<file path="src/rtl/kf8237_request_arbiter.sv">
// KF8237 request arbiter: merges DREQ, mask and software requests into one
// winning channel, runs the HRQ/HLDA handshake, drives DACK and tells the
// timing block which channel is active and when its service ends.
module kf8237_request_arbiter (
  input  logic       clock,
  input  logic       reset,
  input  logic       master_clear,
  input  logic [3:0] dma_request,
  input  logic       dreq_sense_active_low,
  input  logic       dack_sense_active_high,
  input  logic       rotating_priority,
  input  logic       controller_disable,
  input  logic [3:0] mask_register,
  input  logic [3:0] request_register,
  input  logic [7:0] transfer_mode,
  input  logic       hold_acknowledge,
  input  logic       transfer_done,
  input  logic       terminal_count,
  input  logic       end_of_process,
  output logic       hold_request,
  output logic [3:0] dma_acknowledge,
  output logic [1:0] active_channel,
  output logic       channel_active,
  output logic [3:0] clear_software_request,
  output logic [3:0] tc_status
);

  localparam int unsigned NUM_CH = 4;
  localparam int unsigned CH_W   = 2;
  localparam int unsigned MODE_W = 2;

  localparam logic [MODE_W-1:0] MODE_DEMAND  = 2'b00;
  localparam logic [MODE_W-1:0] MODE_SINGLE  = 2'b01;
  localparam logic [MODE_W-1:0] MODE_BLOCK   = 2'b10;
  localparam logic [MODE_W-1:0] MODE_CASCADE = 2'b11;

  typedef enum logic [2:0] {
    IDLE      = 3'd0,
    WAIT_HLDA = 3'd1,
    ACTIVE    = 3'd2,
    CASCADE   = 3'd3,
    RELEASE   = 3'd4
  } state_t;

  state_t            state;
  logic [CH_W-1:0]   prio_ptr;
  logic [NUM_CH-1:0] dack_int;

  logic [NUM_CH-1:0] eff_c;
  logic [CH_W-1:0]   search_start_c;
  logic [CH_W-1:0]   probe_c;
  logic [CH_W-1:0]   winner_c;
  logic              winner_found_c;
  logic              eff_active_c;
  logic [MODE_W-1:0] active_mode_c;
  logic [NUM_CH-1:0] active_onehot_c;
  logic              finish_c;
  logic              clr_pulse_c;
  logic              tc_pulse_c;

  // Effective request: polarity-corrected, masked DREQ plus unmaskable software requests
  always_comb begin
    eff_c = ((dma_request ^ {NUM_CH{dreq_sense_active_low}}) & ~mask_register)
            | request_register;
  end

  // Circular priority search starting at channel 0 (fixed) or prio_ptr (rotating)
  always_comb begin
    search_start_c = rotating_priority ? prio_ptr : '0;
    winner_c       = '0;
    winner_found_c = 1'b0;
    probe_c        = '0;
    for (int k = 0; k < NUM_CH; k++) begin
      probe_c = search_start_c + CH_W'(k);
      if (!winner_found_c && eff_c[probe_c]) begin
        winner_c       = probe_c;
        winner_found_c = 1'b1;
      end
    end
  end

  // Per-channel views of the latched winner
  always_comb begin
    eff_active_c    = eff_c[active_channel];
    active_mode_c   = transfer_mode[{active_channel, 1'b0} +: MODE_W];
    active_onehot_c = NUM_CH'(1) << active_channel;
  end

  // Decide whether the running service ends this cycle and which pulses go with it
  always_comb begin
    finish_c    = 1'b0;
    clr_pulse_c = 1'b0;
    tc_pulse_c  = 1'b0;
    case (state)
      ACTIVE: begin
        if (!hold_acknowledge) begin
          finish_c = 1'b1;
        end else if (transfer_done) begin
          if (terminal_count || end_of_process) begin
            finish_c    = 1'b1;
            clr_pulse_c = 1'b1;
            tc_pulse_c  = 1'b1;
          end else begin
            case (active_mode_c)
              MODE_BLOCK:  finish_c = 1'b0;
              MODE_DEMAND: finish_c = !eff_active_c;
              MODE_SINGLE: finish_c = 1'b1;
              default:     finish_c = 1'b1;
            endcase
          end
        end else if (end_of_process) begin
          finish_c    = 1'b1;
          clr_pulse_c = 1'b1;
        end
      end
      CASCADE: begin
        finish_c = !hold_acknowledge || !eff_active_c;
      end
      default: begin
        finish_c = 1'b0;
      end
    endcase
  end

  // Service sequencer with registered handshake outputs
  always_ff @(posedge clock or posedge reset) begin
    if (reset) begin
      state                  <= IDLE;
      prio_ptr               <= '0;
      active_channel         <= '0;
      dack_int               <= '0;
      hold_request           <= 1'b0;
      channel_active         <= 1'b0;
      clear_software_request <= '0;
      tc_status              <= '0;
    end else if (master_clear) begin
      state                  <= IDLE;
      prio_ptr               <= '0;
      active_channel         <= '0;
      dack_int               <= '0;
      hold_request           <= 1'b0;
      channel_active         <= 1'b0;
      clear_software_request <= '0;
      tc_status              <= '0;
    end else begin
      clear_software_request <= clr_pulse_c ? active_onehot_c : '0;
      tc_status              <= tc_pulse_c ? active_onehot_c : '0;
      case (state)
        IDLE: begin
          if (winner_found_c && !controller_disable) begin
            active_channel <= winner_c;
            hold_request   <= 1'b1;
            state          <= WAIT_HLDA;
          end
        end
        WAIT_HLDA: begin
          if (!eff_active_c) begin
            hold_request <= 1'b0;
            state        <= IDLE;
          end else if (hold_acknowledge) begin
            dack_int <= active_onehot_c;
            if (active_mode_c == MODE_CASCADE) begin
              state <= CASCADE;
            end else begin
              channel_active <= 1'b1;
              state          <= ACTIVE;
            end
          end
        end
        ACTIVE, CASCADE: begin
          if (finish_c) begin
            dack_int       <= '0;
            channel_active <= 1'b0;
            hold_request   <= 1'b0;
            state          <= RELEASE;
          end
        end
        RELEASE: begin
          if (rotating_priority) begin
            prio_ptr <= active_channel + CH_W'(1);
          end
          state <= IDLE;
        end
        default: begin
          state <= IDLE;
        end
      endcase
    end
  end

  // DACK pin polarity
  assign dma_acknowledge = dack_int ^ {NUM_CH{~dack_sense_active_high}};

endmodule
</file>
<file path="config.mk">
export PLATFORM = sky130hd
export DESIGN_NAME = kf8237_request_arbiter
export DESIGN_NICKNAME = d
export VERILOG_FILES = /design/src/rtl/kf8237_request_arbiter.sv
export SDC_FILE = /design/constraint.sdc
export NUM_CORES = 1
export LEC_CHECK = 0
export CAP_MARGIN = 40
export CORE_UTILIZATION = 42
export DETAILED_ROUTE_END_ITERATION = 10
export PLACE_DENSITY = 0.83
export SYNTH_ARGS = -nofsm -noshare
export SYNTH_HDL_FRONTEND = slang
export SYNTH_SLANG_ARGS = --single-unit
</file>
<file path="constraint.sdc">
create_clock -name clock -period 1.7 [get_ports clock]
set_input_delay 0.425 -clock clock [delete_from_list [all_inputs] [get_ports clock]]
set_output_delay 0.425 -clock clock [all_outputs]
set_load 0.01 [all_outputs]
</file>
Word level (Yosys, flattened, before mapping). Cells that the tools add are included.

Add/sub/neg operators: 4. Magnitude comparators: 5. Equality and inequality tests: 13. Shift-type cells: 2. Multiplexer cells: 64. Bitwise operators: 6. Reduce and logical (&&, ||, !) cells: 27.

Operator list (number): 2-to-1 mux 4 bit (8); 2-to-1 mux 1 bit (29); 2-to-1 mux 2 bit (11); inequality test 3 bit, second input constant (6); less-than comparator 2 x 3 -> 1 bit, second input constant (5); 2-to-1 mux 3 bit (5); binary-select mux 1 bit (select 2 bit) (5); one-hot mux 3 bit (3 select lines) (1); one-hot mux 4 bit (2 select lines) (1); AND reduction 4 bit (2); nonzero test 2 bit (4); variable part select 8 x 4 -> 2 bit (1); XOR 4 bit (2); equality test 3 x 2 -> 1 bit, second input constant (2); logical NOT 1 bit (6); one-hot mux 1 bit (2 select lines) (3); AND reduction 5 bit (1); adder 2 x 1 -> 2 bit, second input constant (2); adder 2 bit, second input constant (2); bitwise AND 4 bit (1); equality test 2 bit, second input constant (2); logical AND 1 bit (4); inequality test 4 bit, second input constant (1); NOT 4 bit (1); other kinds (14) (16).

Bits in registers: 21. Input port bits: 31. Output and inout bits: 16. Logic and storage cells: 129.

Depth between registers and ports, before layout. Gate-level depths: netlist of the first run.

Depth in word-level cells: 19. Mapped depth: 7. Depth with buffers taken out: 6.

Worst setup path before layout of the first run. No wires, ideal clock.

Path kind: register to register. From: reg active_channel[0]. To: reg dack_int[0]. Library setup time: 0.079 ns. Arrival time: 1.927 ns. Required time: 1.621 ns. Setup slack: -0.306 ns. Stages on the path, launching flop included: 7. Buffers on the path: 0. Period minus slack after synthesis: 2.006 ns. Path through: dfrtp_1 > mux4_2 > nor4_2 > a31oi_1 > or2_4 > o221ai_4 > mux2i_1.

Cells in the longest elaborated chain, start to end: 10. Elaborated cells on any way between the ends: 20. Classes of those cells: eq/ne (3); shift (2); mux (11); reduce/logical (4).

Ends and longest elaborated chain: start, declared (line 22) `output logic [1:0] active_channel,`; start signal, assigned (line 151) `active_channel <= winner_c;`; parallel branches: the longest is 10 deep, another holds variable part select 8 x 4 -> 2 bit; end signal, assigned (line 161) `dack_int <= active_onehot_c;`; end, declared (line 47) `logic [NUM_CH-1:0] dack_int;`.

Several ways; the timed one is not identified. The select of a mux whose other input is x is not followed. A chain may end at the register's enable or synchronous reset.

Worst setup path in the final report of the first run.
From: reg active_channel[0]. To: reg dack_int[3].

The elaborated chain is that of the path after synthesis.

==> impl_metrics.py, run 1 <==
metrics = {
    "die": {
        "die_w_um": 62.6,
        "die_h_um": 62.6,
        "num_rows": 21,
        "initial_core_util": 0.452,
        "dieArea_mm2": 0.00392,
        "core_area_mm2": 0.00342,
        "ios": 47,
    },
    "outcome": {
        "violations": "negative setup slack",
        "status": "finished with violations",
    },
    "logic_synthesis": {
        "syn_nets": 212,
        "yosys_register_bits": 21,
        "yosys_warnings": 0,
        "ys.flop_type": "dfrtp_1",
        "synthDistinctLibCells": 44,
        "synth_area_leaders": "dfrtp_1, nand2_1, xnor2_1",
        "synth_area_mm2": 0.00154,
        "synth_edf_count": 0,
        "yosysTopAreaCellShare": 0.340,
        "yosys.area.top_type": "dfrtp_1",
        "postSynthAreaPerCell_um2": 8.72,
        "netlist_instances": 177,
        "synthArstFlopShare": 1.00,
        "synth-seq-area-share": 0.340,
    },
    "grt": {
        "grt_pass1_wl_mm": 8.09,
        "antenna_found_initial": 0,
        "grtUsageTotal": 0.265,
        "gr-total-overflow": 0,
        "grt_pass1_vias": 1764,
        "grt_max_degree": 22,
    },
    "worst_setup_path": {
        "path_class": "reg2reg",
        "slowest_stage": "mux4_2",
        "end_kind": "register",
        "cp.required_ns": 1.95,
        "path_cells": "mux4_2 -> nor4_2 -> a31oi_1 -> or2_4 -> o221ai_4 -> mux2i_1",
        "path_delay_family": "multiplexers",
        "timing.rr.start": "active_channel[0]",
        "cp-start-kind": "register",
        "critPathArrivalTime_ns": 2.35,
        "r2r_setup_slack_ns": -0.40,
        "path_max_fanout": 5,
        "crit_path_max_incr_delay_ns": 0.56,
        "cp.depth": 6,
        "r2r_cells": 6,
        "worstReg2RegEnd": "dack_int[3]",
        "crit_buf_inv": 0,
    },
    "clocking": {
        "cts.sinks": 21,
        "cts_hold_buf": 0,
        "clk_latency_ns": 0.32,
        "cts-root-buf": "clkbuf_4",
        "clkSlewWorstSetupHoldPaths_ns": 0.12,
        "cts_tree": "yes",
        "cts_max_path_buffers": 2,
        "htreeDepth": 1,
        "cts_buffers": 3,
    },
    "placed_design": {
        "hpwlAfterDp_mm": 3.62,
        "dp_cells": 308,
        "numPortBuffers": 46,
        "gp_congestion": 0.930,
    },
    "final_layout": {
        "diodes": 0,
        "final_core_util": 0.777,
        "nNetsFinal": 310,
        "stdcell_count": 320,
        "fillCellCount": 242,
        "synthToLayoutAreaGrowth_pct": 72.0,
        "drive_gt1_frac": 0.361,
    },
    "sta": {
        "rsz0062_at_grt": "yes",
        "setup_viol": 9,
        "fin_ws_ns": -0.400,
        "period_minus_slack_ns": 2.10,
        "maxSlewHeadroom": 0.758,
        "finalCritPeriodShare": 1.24,
        "slew_violations": 0,
        "tightest_slew_ns": 0.362,
        "fin_worst_skew_ns": 0.00214,
        "max_freq_mhz": 476,
        "final_hold_viol_count": 0,
    },
    "hold_path": {
        "holdCritPathClass": "in2async",
    },
    "route": {
        "vias_per_cell": 5.66,
        "drt_iter0_drc": 66,
        "drc": 0,
        "wl_mm": 5.26,
        "firstDrtPassIters": 4,
        "ant_nets": 0,
        "wl_per_cell_um": 16.4,
        "via_count": 1810,
    },
    "job": {
        "cap_violations": 0,
    },
    "power_and_ir_drop": {
        "peakVddDrop_uv": 296,
        "powerDensity_mw_per_mm2": 522,
        "leakagePower_nw": 1.17,
    },
}
[repair_timing]
action / 4_1_cts / 5_1_grt
buffers inserted: 4 / 5
pin swaps: 16 / 9
gates cloned: 0 / 0
endpoints found under the setup margin: 17 / 21
gates resized for setup: 59 / 21
[registers in the layout (all words and copies together), names as in the netlist]
register,count
active_channel,2
channel_active,1
clear_software_request,4
dack_int,4
hold_request,1
prio_ptr,2
state,3
tc_status,4
[power breakdown]
| group | internal, mW | switching [mW] |
|---|---|---|
| sequential | 0.522 | 0.0194 |
| clock | 0.0922 | 0.162 |
| combinational | 0.315 | 0.277 |
| total | 0.929 | 0.459 |
[cell type report]
cell class / instances / area, um2 / share of cell area
Multi-Input combinational cell: 137 / 1140 / 0.431
Timing Repair Buffer: 99 / 851 / 0.320
Inverter: 13 / 48.8 / 0.0184
Sequential cell: 21 / 527 / 0.198
Clock buffer: 4 / 26.3 / 0.00990
Tap cell: 46 / 57.6 / 0.0217
[cells in the mapped netlist (all sizes together) (4+ instances only)]
master and count:
xnor2 9, inv 13, dfrtp 21, mux2i 5, o21bai 4, nor3 7, buf 4, nand2 21
a21oi 5, ha 4, o21ai 8, and2 11, a31oi 4, nor2 17, o211ai 5
[metrics by stage]
step | setup WS [ns] | power [mW] | TNS (ns) | hold WS, ns | instance area, um2
2_1_floorplan | -0.255 | 0.810 | -1.78 | 0.401 | 1630
4_1_cts | -0.488 | 1.32 | -3.39 | 0.450 | 2530
3_5_place_dp | -0.858 | 1.07 | -11.76 | 0.513 | 2460
5_1_grt | -0.507 | 1.46 | -3.86 | 0.464 | 2660
3_3_place_gp | -0.743 | 1.06 | -10.86 | 0.507 | 2460
6_report | -0.400 | 1.39 | -2.99 | 0.423 | 2660
[routing by layer]
metal / up-vias / global-route usage / share of wire
met2: 89 / 0.495 / 0.54
met4: 0 / 0.0901 / 0.015
met1: 874 / 0.309 / 0.39
li1: 838 / - / -
met3: 9 / 0.0310 / 0.056
met5: - / 0 / 0
[worst max-delay path by stage]
stage,startpoint,endpoint
after floorplan,active_channel[0],dack_int[0]
after global placement,dreq_sense_active_low,dack_int[0]
after detailed placement,dreq_sense_active_low,dack_int[3]
after CTS,active_channel[0],dack_int[3]
after global routing,active_channel[0],dack_int[2]
final,active_channel[0],dack_int[3]
[worst reg2reg max path, delay by kind of cell, from the launching register on]
| family | cells | cell delay, ns |
|---|---|---|
| flip-flops | 1 | 0.42 |
| AO/OA/AOI/OAI | 2 | 0.40 |
| multiplexers | 2 | 0.80 |
| AND/OR/NAND/NOR | 2 | 0.42 |
[cells by family (layout without fill, tap and decap cells)]
logic type,after synthesis,count (layout),share of synthesized area
simple gates,69,69,0.221
compound gates,48,48,0.240
flops,21,21,0.340
buf+inv,19,116,0.0535
xor+xnor,9,9,0.0511
mux,7,7,0.0616
fa+ha+maj,4,4,0.0324
[layout by cell type, fill, tap and decap left out, types with 3 or more instances in the layout]
master and instances:
clkdlybuf4s50_1 20, clkdlybuf4s15_1 3, o211ai_1 5, clkbuf_4 3
nor3_1 5, o21bai_4 3, nand2_1 16, a211oi_1 3
o21ai_1 3, o21ai_0 4, inv_1 13, dfrtp_1 20
nor2_1 15, and2_1 10, xnor2_4 3, buf_6 4
ha_1 4, mux2i_1 5, buf_4 50, xnor2_1 5
nand2_2 4, nand3_1 3, dlygate4sd2_1 18, a21oi_1 3
a31oi_1 3
Power figures use the tool's default switching activity.
==> inputs of run 2 (changes only) <==
- HOLD_SLACK_MARGIN: not set -> 0.1
==> results of run 2 <==
Same layout as run 1: the final DEF is identical, and so are final timing and power.
==> inputs of run 3 (changes only) <==
- CORE_MARGIN: not set -> 8
==> run 3 against run 2 <==
  * Clock skew rose by 0.0050 ns
  * Critical path type unchanged
  * The run still ends with negative setup slack left
  * Cell area down 0.71%
  * Worst setup slack better by 0.00089 ns
  * Power is 4.6% higher
  * Routed wire length rose by 2.1%
  * Largest cell class unchanged
  * Critical endpoint is now dack_int[1]
  * Utilization fell by 4.6 points
  * Worst hold slack improved by 0.075 ns
  * Register-to-register slack hardly changed
  * Global-route usage shrank 9.2 points
  * Critical path depth stayed put
  * Cell count decreased by 0.94%
==> impl_metrics.py, run 3 (synthesis results as in run 1) <==
metrics = {
    "outcome": {
        "status": "finished with violations",
        "violations": "negative setup slack",
    },
    "clocking": {
        "clk_latency_ns": 0.26,
        "cts_hold_buf": 0,
        "cts_buffers": 3,
        "clkSlewWorstSetupHoldPaths_ns": 0.08,
        "htreeDepth": 1,
        "cts_tree": "yes",
        "cts_max_path_buffers": 2,
        "cts.sinks": 21,
        "cts-root-buf": "clkbuf_8",
    },
    "worst_setup_path": {
        "path_cells": "mux4_2 -> nor4_4 -> a31oi_2 -> or2_4 -> o221ai_4 -> mux2i_1",
        "crit_buf_inv": 0,
        "path_class": "reg2reg",
        "critPathArrivalTime_ns": 2.29,
        "end_kind": "register",
        "crit_path_max_incr_delay_ns": 0.57,
        "path_delay_family": "multiplexers",
        "slowest_stage": "mux4_2",
        "cp-start-kind": "register",
        "cp.required_ns": 1.89,
        "path_max_fanout": 5,
    },
    "grt": {
        "grtUsageTotal": 0.173,
        "grt_pass1_wl_mm": 8.50,
        "gr-total-overflow": 0,
        "grt_max_degree": 22,
        "antenna_found_initial": 0,
        "grt_pass1_vias": 1776,
    },
    "final_layout": {
        "final_core_util": 0.731,
        "reg_top3": "clear_software_request: 4 flops, dack_int: 4 flops, tc_status: 4 flops",
        "drive_gt1_frac": 0.368,
        "multi_input_area_mm2": 0.00117,
        "fillCellCount": 259,
        "layout_common_cells": "buf_4, clkdlybuf4s50_1, dfrtp_1",
        "regArea_um2": 527,
        "nNetsFinal": 305,
        "design_area_mm2": 0.00264,
        "diodes": 0,
        "synthToLayoutAreaGrowth_pct": 70.7,
        "final_common_cell": "buf_4",
    },
    "die": {
        "dieArea_mm2": 0.00587,
        "ios": 47,
        "initial_core_util": 0.428,
        "die_w_um": 76.6,
        "die_h_um": 76.6,
        "num_rows": 22,
        "core_area_mm2": 0.00361,
    },
    "power_and_ir_drop": {
        "leakagePower_nw": 1.13,
        "peakVddDrop_uv": 464,
        "powerDensity_mw_per_mm2": 550,
    },
    "sta": {
        "finalCritPeriodShare": 1.23,
        "final_hold_viol_count": 0,
        "max_freq_mhz": 476,
        "whs_ns": 0.498,
        "fin_ws_ns": -0.399,
        "setup_viol": 11,
        "period_minus_slack_ns": 2.10,
        "maxSlewHeadroom": 0.754,
        "rsz0062_at_grt": "yes",
        "tightest_slew_ns": 0.365,
        "fin_worst_skew_ns": 0.00711,
        "slew_violations": 0,
        "fin_tns_setup_ns": -3.08,
    },
    "job": {
        "cap_violations": 0,
    },
    "hold_path": {
        "holdCritPathClass": "in2async",
    },
    "placed_design": {
        "numPortBuffers": 46,
        "dp_worst_setup_slack_ns": -0.853,
        "gp_congestion": 0.943,
        "hpwlAfterDp_mm": 3.96,
        "placed_area_mm2": 0.00245,
    },
    "route": {
        "drc": 0,
        "wl_per_cell_um": 17.0,
        "drt_iter0_drc": 139,
        "via_count": 1745,
        "firstDrtPassIters": 4,
        "vias_per_cell": 5.50,
        "wl_mm": 5.38,
        "ant_nets": 0,
    },
}
run 3: cell types whose count changed in the layout (fill, tap and decap cells not counted), sizes merged:
cell | previous run | this run
clkdlybuf4s50 | 20 | 21
dlygate4sd2 | 18 | 17
buf | 57 | 53
dlymetal6s2s | 1 | 0
clkdlybuf4s15 | 3 | 2
clkinv | 0 | 1
run 3: final cells by class:
class / instances / area share
Clock inverter: 1 / 0.00190
Clock buffer: 3 / 0.0157
Tap cell: 48 / 0.0228
Multi-Input combinational cell: 137 / 0.445
Inverter: 13 / 0.0185
Timing Repair Buffer: 94 / 0.297
Sequential cell: 21 / 0.200
run 3: final timing paths:
check / startpoint / end / slack, ns / cells after the start
max: active_channel[0] / dack_int[1] / -0.40 / 6
min: reset / channel_active / 0.50 / 3
max reg2reg: active_channel[0] / dack_int[1] / -0.40 / 6
min reg2reg: dack_int[3] / dack_int[3] / 0.55 / 2
max in group asynchronous: reset / active_channel[0] / 0.97 / 3
min in group clock: dack_int[3] / dack_int[3] / 0.55 / 2
run 3: report_power, final:
group	internal (mW)	switching [mW]
Sequential	0.522	0.0225
Clock	0.163	0.160
Combinational	0.309	0.274
Total	0.994	0.456
run 3: metrics by stage:
step                      cells  power, mW
after floorplan             177      0.810
after global placement      309       1.07
after detailed placement    309       1.08
after CTS                   316       1.42
after global routing        317       1.52
final                       317       1.45
run 3: timing repair:
action / 4_1_cts / 5_1_grt
pin swaps: 16 / 4
buffers inserted: 4 / 1
endpoints found under the hold margin: 0 / 0
resized for setup: 64 / 19
setup endpoints to repair: 21 / 20
run 3: per-layer routing:
metal,wire length (um),global-route usage,up-vias
met5,0,0,-
met4,118,0.0404,0
met3,356,0.0460,17
met2,2810,0.309,72
met1,2090,0.199,831
li1,-,-,825
run 3: worst reg2reg max path, cell delays in order, from the launching register on:
cell      delay (ns)
dfrtp_2         0.39
mux4_2          0.57
nor4_4          0.17
a31oi_2         0.14
or2_4           0.27
o221ai_4        0.25
mux2i_1         0.24
